<file path="config.mk">
export PLATFORM = sky130hd
export DESIGN_NAME = count_sequencer_flat
export DESIGN_NICKNAME = d
export VERILOG_FILES = /design/src/rtl/count_sequencer_if.sv /design/src/rtl/count_sequencer.sv /design/src/flat_wrapper.sv
export SDC_FILE = /design/constraint.sdc
export NUM_CORES = 1
export LEC_CHECK = 0
export CORE_MARGIN = 4
export CORE_UTILIZATION = 45
export DETAILED_ROUTE_END_ITERATION = 8
export SLEW_MARGIN = 10
export SYNTH_ARGS = -nofsm -noshare
export SYNTH_HDL_FRONTEND = slang
export SYNTH_SLANG_ARGS = --single-unit
</file>
<file path="constraint.sdc">
create_clock -name clock -period 2.9 [get_ports clock]
set_clock_uncertainty 0.15 [all_clocks]
set_input_delay 0.435 -clock clock [delete_from_list [all_inputs] [get_ports clock]]
set_output_delay 0.435 -clock clock [all_outputs]
set_load 0.01 [all_outputs]
</file>
<file path="src/rtl/count_sequencer_if.sv">
// Control and status bundle for count_sequencer.
// COUNT_SEQ_DOWN_EN adds the dir (count-down) control.
interface count_sequencer_if;
    logic       start;
    logic       stop;
    logic       sync_clr;
    logic [1:0] rate_sel;
    logic [7:0] limit;
`ifdef COUNT_SEQ_DOWN_EN
    logic       dir;
`endif
    logic [7:0] count;
    logic       tick;
    logic       wrap;
    logic       running;

`ifdef COUNT_SEQ_DOWN_EN
    modport master (output start, stop, sync_clr, rate_sel, limit, dir,
                    input  count, tick, wrap, running);
    modport slave  (input  start, stop, sync_clr, rate_sel, limit, dir,
                    output count, tick, wrap, running);
`else
    modport master (output start, stop, sync_clr, rate_sel, limit,
                    input  count, tick, wrap, running);
    modport slave  (input  start, stop, sync_clr, rate_sel, limit,
                    output count, tick, wrap, running);
`endif
endinterface

</file>
<file path="src/rtl/count_sequencer.sv">
// Run/pause sequencer and tick-rate divider for the 8-bit display counter.
// COUNT_SEQ_DOWN_EN adds count-down operation selected by bus.dir.
//
// state   | meaning
// S_IDLE  | count and divider held at 0, waiting for start
// S_RUN   | divider running, count updates on each divider terminal count
// S_PAUSE | count and divider frozen, start resumes, stop returns to idle
module count_sequencer #(
    parameter int TICK_BASE = 50_000_000
) (
    input logic              clock,
    input logic              clear_n,
    count_sequencer_if.slave bus
);
    localparam int DIV_W = $clog2(4 * TICK_BASE);

    typedef enum logic [1:0] {
        S_IDLE  = 2'd0,
        S_RUN   = 2'd1,
        S_PAUSE = 2'd2
    } state_t;

    state_t           state, nxt_state;
    logic [DIV_W-1:0] div, nxt_div, reload;
    logic [7:0]       count, nxt_count, stepped;
    logic             tick, nxt_tick;
    logic             wrap, nxt_wrap, step_wrap;
    logic             running;
    logic             down;

`ifdef COUNT_SEQ_DOWN_EN
    assign down = bus.dir;
`else
    assign down = 1'b0;
`endif

    // Period minus one, so the divider reaches 0 exactly once per period.
    always_comb begin
        reload = '0;
        case (bus.rate_sel)
            2'b00:   reload = '0;
            2'b01:   reload = DIV_W'(TICK_BASE - 1);
            2'b10:   reload = DIV_W'(2 * TICK_BASE - 1);
            default: reload = DIV_W'(4 * TICK_BASE - 1);
        endcase
    end

    always_comb begin
        stepped   = count;
        step_wrap = 1'b0;
        if (down) begin
            if (count == 8'd0 || count > bus.limit) begin
                stepped   = bus.limit;
                step_wrap = 1'b1;
            end else begin
                stepped = count - 8'd1;
            end
        end else begin
            if (count >= bus.limit) begin
                stepped   = 8'd0;
                step_wrap = 1'b1;
            end else begin
                stepped = count + 8'd1;
            end
        end
    end

    always_comb begin
        nxt_state = state;
        nxt_count = count;
        nxt_div   = div;
        nxt_tick  = 1'b0;
        nxt_wrap  = 1'b0;
        if (bus.sync_clr) begin
            nxt_state = S_IDLE;
            nxt_count = 8'd0;
            nxt_div   = '0;
        end else begin
            case (state)
                S_IDLE: begin
                    nxt_count = 8'd0;
                    nxt_div   = '0;
                    if (!bus.stop && bus.start) begin
                        nxt_state = S_RUN;
                        nxt_div   = reload;
                    end
                end
                S_RUN: begin
                    if (bus.stop) begin
                        nxt_state = S_PAUSE;
                    end else if (div == '0) begin
                        nxt_tick  = 1'b1;
                        nxt_wrap  = step_wrap;
                        nxt_count = stepped;
                        nxt_div   = reload;
                    end else begin
                        nxt_div = div - DIV_W'(1);
                    end
                end
                S_PAUSE: begin
                    if (bus.stop) begin
                        nxt_state = S_IDLE;
                        nxt_count = 8'd0;
                        nxt_div   = '0;
                    end else if (bus.start) begin
                        nxt_state = S_RUN;
                    end
                end
                default: begin
                    nxt_state = S_IDLE;
                    nxt_count = 8'd0;
                    nxt_div   = '0;
                end
            endcase
        end
    end

    always_ff @(posedge clock or negedge clear_n) begin
        if (!clear_n) begin
            state   <= S_IDLE;
            count   <= 8'd0;
            div     <= '0;
            tick    <= 1'b0;
            wrap    <= 1'b0;
            running <= 1'b0;
        end else begin
            state   <= nxt_state;
            count   <= nxt_count;
            div     <= nxt_div;
            tick    <= nxt_tick;
            wrap    <= nxt_wrap;
            running <= (nxt_state == S_RUN);
        end
    end

    assign bus.count   = count;
    assign bus.tick    = tick;
    assign bus.wrap    = wrap;
    assign bus.running = running;
endmodule
</file>
<file path="src/flat_wrapper.sv">
// flat-port wrapper written by rule: the top's interface ports become plain ports
module count_sequencer_flat 
#(
    parameter int TICK_BASE = 50_000_000
)
  (clock, clear_n, bus_start, bus_stop, bus_sync_clr, bus_rate_sel, bus_limit, bus_count, bus_tick, bus_wrap, bus_running);
  count_sequencer_if bus_i ();
  input logic clock;
  input logic clear_n;
  input wire logic [$bits(bus_i.start)-1:0] bus_start;
  input wire logic [$bits(bus_i.stop)-1:0] bus_stop;
  input wire logic [$bits(bus_i.sync_clr)-1:0] bus_sync_clr;
  input wire logic [$bits(bus_i.rate_sel)-1:0] bus_rate_sel;
  input wire logic [$bits(bus_i.limit)-1:0] bus_limit;
  output wire logic [$bits(bus_i.count)-1:0] bus_count;
  output wire logic [$bits(bus_i.tick)-1:0] bus_tick;
  output wire logic [$bits(bus_i.wrap)-1:0] bus_wrap;
  output wire logic [$bits(bus_i.running)-1:0] bus_running;
  assign bus_i.start = bus_start;
  assign bus_i.stop = bus_stop;
  assign bus_i.sync_clr = bus_sync_clr;
  assign bus_i.rate_sel = bus_rate_sel;
  assign bus_i.limit = bus_limit;
  assign bus_count = bus_i.count;
  assign bus_tick = bus_i.tick;
  assign bus_wrap = bus_i.wrap;
  assign bus_running = bus_i.running;
  count_sequencer #(.TICK_BASE(TICK_BASE)) u_core (.clock(clock), .clear_n(clear_n), .bus(bus_i));
endmodule
</file>
=== After elaboration in Yosys (flattened, before gate mapping) ===
Index checks and enable logic that the tools add are counted.

* Eq/ne operators: 8
* Multiplexer cells: 28
* Add/sub/neg operators: 2
* $lt $le $gt $ge: 1
* Reduce and logical (&&, ||, !) cells: 7

{| class="wikitable"
|+ Operators with widths
! cell !! number
|-
| $pmux 28 s3 || 2
|-
| $mux 28 || 5
|-
| $mux 8 || 5
|-
| $logic_not 28->1 || 1
|-
| $sub 28x1->28 const B || 1
|-
| $pmux 8 s2 || 1
|-
| $mux 2 || 5
|-
| $mux 1 || 9
|-
| $add 8x1->8 const B || 1
|-
| $ge 8x8->1 || 1
|-
| $eq 2x1->1 const B || 3
|-
| $ne 3x3->1 const B || 2
|-
| $pmux 2 s3 || 1
|-
| $eq 2x2->1 const B || 2
|-
| $logic_not 2->1 || 2
|-
| $ne 3x2->1 const B || 1
|-
| $reduce_and 3->1 || 1
|-
| $reduce_and 2->1 || 1
|-
| $logic_and 1x1->1 || 1
|-
| $logic_not 1->1 || 1
|}

* Output and inout port bits: 11
* Flip-flop bits (word level): 41
* Logic and storage cells: 52

=== Depth between registers and ports, before layout ===
Gate-level depths: netlist (run 1).

* Depth in word-level cells: 6
* Depth in mapped cells: 9
* Mapped depth without buffers: 8

=== Worst setup path before layout (run 1) ===
No wires, ideal clock.

* Path kind: reg-to-reg
* From: register u_core.div[19]
* To: register u_core.div[17]
* Stages on the path, launching flop included: 9
* Data required time: 2.624 ns
* Slack: 0.347 ns
* Period minus slack after synthesis: 2.553 ns
* Arrival time: 2.277 ns
* Library setup time: 0.126 ns
* Path through: dfrtp_1 > nor3_2 > or3b_1 > buf_6 > or4_4 > buf_6 > nor3_4 > o31ai_1 > a221o_1

* Cells in the longest elaborated chain, start to end: 5

{| class="wikitable"
|+ Ends and longest elaborated chain
! what !! line !! RTL
|-
| start: declaration || count_sequencer.sv:24 || <nowiki>logic [DIV_W-1:0] div, nxt_div, reload;</nowiki>
|-
| start signal: assignment || count_sequencer.sv:129 || <nowiki>div <= nxt_div;</nowiki>
|-
| $logic_not 28->1 || count_sequencer.sv:91 || <nowiki>end else if (div == '0) begin</nowiki>
|-
| $mux 28 || count_sequencer.sv:91 ||
|-
| $mux 28 || count_sequencer.sv:89 || <nowiki>if (bus.stop) begin</nowiki>
|-
| $pmux 28 s3 || count_sequencer.sv:79 || <nowiki>case (state)</nowiki>
|-
| $mux 28 || count_sequencer.sv:74 || <nowiki>if (bus.sync_clr) begin</nowiki>
|}

Every way passes these cells. The select of a mux whose other input is x is not followed.
A chain may end at the register's enable or synchronous reset.

=== Final worst setup path (run 1) ===
* From: register u_core.div[3]
* To: register u_core.div[17]

* Cells in the longest elaborated chain, start to end: 5
* Elaborated cells between the ends (all ways): 6

{| class="wikitable"
|+ Ends and longest elaborated chain
! what !! line
|-
| $sub 28x1->28 / $logic_not 28->1 (equally long branches) || count_sequencer.sv:97, count_sequencer.sv:91
|-
| $mux 28 * || count_sequencer.sv:91
|-
| $mux 28 * || count_sequencer.sv:89
|-
| $pmux 28 s3 * || count_sequencer.sv:79
|-
| $mux 28 * || count_sequencer.sv:74
|}

Every way passes the cells marked *; elsewhere a longest branch is shown, timed or not. The select of a mux whose other input is x is not followed.

==> impl_metrics.env, run 1 <==
export IMPL_status="completed"
export IMPL_register_area_sq_um=1030
export IMPL_portBuffers=25
export IMPL_post_cts_buffers=0
export IMPL_synth_area_leaders="dfrtp_1 35%, ha_1 6.4%, o21ai_0 5.3%, a21oi_1 5.1%, nor3_1 4.1%"
export IMPL_area_growth_pct=20.1
export IMPL_globalRoute_totalOverflow=0
export IMPL_ir_worst_vdd_uv=234
export IMPL_synth_distinct_cells=52
export IMPL_critical_path_startpoint_type="register"
export IMPL_initial_utilization=0.463
export IMPL_placed_area_sq_um=3410
export IMPL_maxSlewViolCount=0
export IMPL_cts_tree="yes"
export IMPL_synth_mux_area_frac=0
export IMPL_cts_resized=0
export IMPL_numCtsBuffers=5
export IMPL_synthFlopType="dfrtp_1"
export IMPL_row_count=29
export IMPL_drtIter0Drc=209
export IMPL_synthCells=356
export IMPL_required_ps=2940
export IMPL_critPathKind="reg -> reg"
export IMPL_wl_microns=8370
export IMPL_p_int_mw=1.09
export IMPL_cts_root_buf="clkbuf_8"
export IMPL_die_h_microns=88.8
export IMPL_drt_met1_wl_microns=3840
export IMPL_clkPwrFrac=0.296
export IMPL_antenna_found_initial=0
export IMPL_cts_buffer_depth=2
export IMPL_crit_arrival_ps=2770
export IMPL_track_usage=0.230
export IMPL_cp_max_fo=18
export IMPL_swShare=0.335
export IMPL_seq_power_share=0.382
export IMPL_first_pass_iters=5
export IMPL_met2_wirelength_microns=3900
export IMPL_end_kind="register"
export IMPL_grt_pass1_vias=2718
export IMPL_rsz0062_at_grt="false"
export IMPL_setup_tns_ps=0
export IMPL_dieArea_sq_um=7890
export IMPL_syn_num_nets=386
export IMPL_fillers=583
export IMPL_via_count=2902
export IMPL_cts_sinks=41
export IMPL_io_pins=26
export IMPL_switchingPower_mw=0.550
export IMPL_maxUsedRoutingLayer="met4"
export IMPL_ant_nets=0
export IMPL_gp_congestion=0.967
export IMPL_p_leak_nw=1.57
export IMPL_tightest_slew_ps=985
export IMPL_drc_errors=0
export IMPL_setup_violations=0
export IMPL_power_density_nw_per_um2=465
export IMPL_min_period_ps=2730
export IMPL_yosysTopAreaCell="dfrtp_1"
export IMPL_synth_common_cells="41 x dfrtp_1, 32 x nor2_1, 31 x o21ai_0"
export IMPL_yosysMostFrequentCell="dfrtp_1"
export IMPL_coreArea_sq_um=6350
export IMPL_insertion_delay_ps=300
export IMPL_placed_cells=472
export IMPL_synth_compound_area_frac=0.220
export IMPL_fin_area_sq_um=3530
export IMPL_synth_adder_area_share=0.0639
export IMPL_layoutNonFillerInstCount=480
export IMPL_finalNetCount=432
export IMPL_synth_edf_count=0
export IMPL_hold_class="in -> async"
export IMPL_max_clock_freq_mhz=366
export IMPL_seq_area_frac_synth=0.349
export IMPL_max_slew_margin=0.344
export IMPL_hold_viol_final=0
export IMPL_cts_reportedPaths_clkPinSlew_ps=80
export IMPL_wl_per_cell_microns=17.4
export IMPL_synthXorXnorAreaFrac=0.0358
export IMPL_async_flop_share=1.00
export IMPL_grt_max_degree=42
export IMPL_post_route_period_util=0.942
export IMPL_grt_pass1_wl_microns=13900
export IMPL_synth_top_cell_area_share=0.349
export IMPL_diodes=0
export IMPL_ys_ff_latch=41
export IMPL_yosys_warnings=0
export IMPL_cts_hold_buf=0
export IMPL_synth_avg_cell_area_sq_um=8.26
export IMPL_dieWidth_microns=88.8
export IMPL_h_tree_depth=2
export IMPL_wl_met3_microns=429
export IMPL_synthSimpleGateAreaFrac=0.281
export IMPL_hpwlAfterDp_microns=6260
export IMPL_multiInputGateArea_sq_um=1770
export IMPL_synth_top_family_by_area="simple AND/OR/NAND/NOR gates"
export IMPL_maxCapViolations=0
export IMPL_synth_area_sq_um=2940
export IMPL_routed_via_density=6.05
export IMPL_layout_drive_gt1_share=0.117
export IMPL_comb_power_share=0.322
==> power by group through the flow <==
stage,logic (mW),registers (mW),clock network (mW)
after floorplan,0.362,0.627,0
after CTS,0.524,0.626,0.505
after detailed placement,0.521,0.637,0
final,0.529,0.627,0.486
after global routing,0.585,0.631,0.528
after global placement,0.521,0.637,0
==> metrics by stage <==
stage / hold WS, ps / setup slack (ps) / total power [mW] / utilization
global placement: 371 / 199 / 1.16 / 0.537
floorplan: -10.6 / 347 / 0.989 / -
detailed placement: 385 / 138 / 1.16 / 0.537
finish: 148 / 169 / 1.64 / 0.556
CTS: 180 / 123 / 1.65 / 0.555
global route: 211 / 67.2 / 1.74 / 0.556
==> final cells by class <==
cell class / instances / share of cell area
Tap cell: 77 / 0.0273
Clock inverter: 1 / 0.00850
Timing Repair Buffer: 52 / 0.127
Sequential cell: 41 / 0.291
Clock buffer: 7 / 0.0245
Multi-Input combinational cell: 282 / 0.501
Inverter: 20 / 0.0213
==> routing by layer <==
| layer | up-vias | track usage |
|---|---|---|
| met5 | - | 0 |
| met1 | 1371 | 0.314 |
| met2 | 106 | 0.368 |
| met3 | 17 | 0.0382 |
| met4 | 0 | 0.0797 |
| li1 | 1408 | - |
==> placed cells by master, fill, tap and decap left out, types with 19 or more instances in the layout <==
cell / Yosys / routed
nor3_1: 24 / 24
buf_4: 0 / 27
nor2_1: 32 / 32
inv_1: 20 / 20
a21oi_1: 30 / 30
o21ai_0: 31 / 31
nand3_1: 19 / 19
nand2_1: 29 / 29
clkdlybuf4s50_1: 0 / 24
dfrtp_1: 41 / 41
==> flip-flops by register name (all words and copies together), names as in the netlist <==
signal / flops
u_core.div: 28
u_core.bus.running: 1
u_core.state: 2
u_core.bus.wrap: 1
u_core.bus.count: 8
u_core.bus.tick: 1
==> worst paths after layout <==
| kind | start | to | slack [ps] | depth (start not counted) |
|---|---|---|---|---|
| max reg2reg | u_core.div[3] | u_core.div[17] | 170 | 6 |
| min reg2reg | u_core.div[12] | u_core.div[12] | 400 | 2 |
| min | clear_n | u_core.bus.count[2] | 150 | 1 |
| max in group asynchronous | clear_n | u_core.div[8] | 1850 | 1 |
| max | u_core.div[3] | u_core.div[17] | 170 | 6 |
| min in group clock | u_core.div[12] | u_core.div[12] | 400 | 2 |
==> kinds of logic after synthesis <==
kind of cell,Yosys count
flops,41
simple gates,152
fa+ha+maj,15
xor+xnor,12
compound gates,103
buf+inv,33
==> critical path, stage by stage (launching register included) <==
cell,delay [ps]
dfrtp_1,480
nor4_4,430
nand4_4,220
or4_4,720
nor3_4,210
o31ai_1,100
a221o_1,300
No activity file was read; power rests on OpenSTA's default activity.
==> inputs of run 2 (changes only) <==
- DONT_BUFFER_PORTS: not set -> 1
- PLACE_DENSITY: not set -> 0.65
==> impl_metrics.env, run 2 (synthesized netlist as in run 1, its figures left out) <==
export IMPL_fin_hold_ws_ps=38.6
export IMPL_finalNetCount=400
export IMPL_portBuffers=0
export IMPL_first_pass_iters=5
export IMPL_tightest_slew_ps=600
export IMPL_final_core_util=0.515
export IMPL_setup_tns_ps=0
export IMPL_wl_per_cell_microns=17.4
export IMPL_cts_root_buf="clkbuf_8"
export IMPL_critical_path_startpoint_type="register"
export IMPL_required_ps=2940
export IMPL_drtIter0Drc=313
export IMPL_drc_errors=0
export IMPL_critPathSlowestCell="or4_4"
export IMPL_critPathKind="reg -> reg"
export IMPL_hold_class="in -> reg"
export IMPL_crit_path_cell_trace="nor3_1 > nand4_1 > or4_4 > nor3_4 > o31ai_1 > a221o_1"
export IMPL_h_tree_depth=2
export IMPL_setup_violations=0
export IMPL_wl_microns=7800
export IMPL_end_kind="register"
export IMPL_hold_viol_final=0
export IMPL_cts_reportedPaths_clkPinSlew_ps=80
export IMPL_slowest_delay_ps=780
export IMPL_initial_utilization=0.463
export IMPL_largest_register="u_core.div"
export IMPL_grt_pass1_wl_microns=13000
export IMPL_cp_max_fo=18
export IMPL_fin_area_sq_um=3270
export IMPL_fillers=603
export IMPL_coreArea_sq_um=6350
export IMPL_power_density_nw_per_um2=512
export IMPL_seq_power_share=0.374
export IMPL_ir_worst_vdd_uv=276
export IMPL_globalRoute_totalOverflow=0
export IMPL_area_growth_pct=11.4
export IMPL_dieWidth_microns=88.8
export IMPL_comb_power_share=0.290
export IMPL_post_route_period_util=0.935
export IMPL_layoutNonFillerInstCount=448
export IMPL_maxSlewViolCount=0
export IMPL_grt_pass1_vias=2599
export IMPL_dieArea_sq_um=7890
export IMPL_swShare=0.325
export IMPL_placed_area_sq_um=3100
export IMPL_final_cell_mix="41 x dfrtp_1, 32 x nor2_1, 31 x o21ai_0"
export IMPL_track_usage=0.211
export IMPL_max_clock_freq_mhz=369
export IMPL_largest_registers="u_core.div x28, u_core.bus.count x8, u_core.state x2"
export IMPL_status="completed"
export IMPL_via_count=2800
export IMPL_dp_slack_ps=168
export IMPL_hpwlAfterDp_microns=5710
export IMPL_grt_max_degree=42
export IMPL_power_mw=1.68
export IMPL_layout_commonest_cell="dfrtp_1"
export IMPL_min_period_ps=2710
export IMPL_cts_tree="yes"
export IMPL_maxCapViolations=0
export IMPL_ant_nets=0
export IMPL_die_h_microns=88.8
export IMPL_io_pins=26
export IMPL_placed_cells=438
export IMPL_p_leak_nw=1.46
export IMPL_fin_ws_ps=189
export IMPL_insertion_delay_ps=300
export IMPL_cts_sinks=41
export IMPL_rsz0062_at_grt="false"
export IMPL_post_cts_buffers=0
export IMPL_cts_buffer_depth=2
export IMPL_switchingPower_mw=0.545
export IMPL_antenna_found_initial=0
export IMPL_row_count=29
export IMPL_numCtsBuffers=5
export IMPL_p_int_mw=1.13
export IMPL_routed_via_density=6.25
export IMPL_diodes=0
export IMPL_gp_congestion=0.999
export IMPL_clkPwrFrac=0.335
export IMPL_layout_drive_gt1_share=0.105
export IMPL_crit_arrival_ps=2750
export IMPL_max_slew_margin=0.596
export IMPL_largest_reg_flops=28
## run 2: cell count changes in the layout (fill, tap and decap cells not counted)
cell | before | now
clkbuf_8 | 6 | 5
buf_16 | 0 | 1
buf_4 | 27 | 18
clkinv_2 | 0 | 1
clkbuf_1 | 1 | 0
bufinv_16 | 1 | 2
buf_2 | 1 | 0
clkdlybuf4s50_1 | 24 | 0
dlygate4sd3_1 | 0 | 1
## run 2: path summary, 6_finish.rpt
| kind | start | to | slack (ps) | depth (start not counted) |
|---|---|---|---|---|
| max | u_core.div[24] | u_core.div[17] | 190 | 6 |
| min | bus_sync_clr | u_core.bus.running | 40 | 1 |
| max reg2reg | u_core.div[24] | u_core.div[17] | 190 | 6 |
| min reg2reg | u_core.div[22] | u_core.div[22] | 390 | 1 |
| max in group asynchronous | clear_n | u_core.div[13] | 1920 | 2 |
| min in group asynchronous | clear_n | u_core.bus.count[4] | 470 | 2 |
## run 2: power groups by stage
stage          sequential [mW]  combinational [mW]  clock, mW
2_1_floorplan            0.627               0.362          0
4_1_cts                  0.627               0.479      0.569
3_5_place_dp             0.638               0.457          0
6_report                 0.627               0.486      0.562
3_3_place_gp             0.638               0.456          0
5_1_grt                  0.633               0.542      0.598
## run 2: worst max-delay path, delay by kind of cell, from the launching register on
family | cells | cell delay, ps
compound gates | 2 | 400
flops | 1 | 450
simple gates | 4 | 1610
## run 2: per-layer routing
metal,track usage,up-vias,wire (microns),share of wire
met3,0.0382,11,544,0.070
met5,0,-,0,0
li1,-,1342,-,-
met1,0.295,1326,3580,0.46
met4,0.0604,0,113,0.014
met2,0.335,121,3560,0.46
## run 2: layout make-up
type / instances / area (sq um) / area share
multi-input combinational: 282 / 1770 / 0.541
sequential: 41 / 1030 / 0.313
timing repair buffer: 20 / 173 / 0.0528
tap: 77 / 96.3 / 0.0294
inverter: 20 / 75.1 / 0.0229
clock buffer: 5 / 68.8 / 0.0210
clock inverter: 3 / 65.1 / 0.0199
## run 2: repair_timing
item                                    4_1_cts  5_1_grt
resized for setup                             0        1
hold endpoints to repair                     41        0
hold buffers                                  2        0
endpoints found under the setup margin        0        5
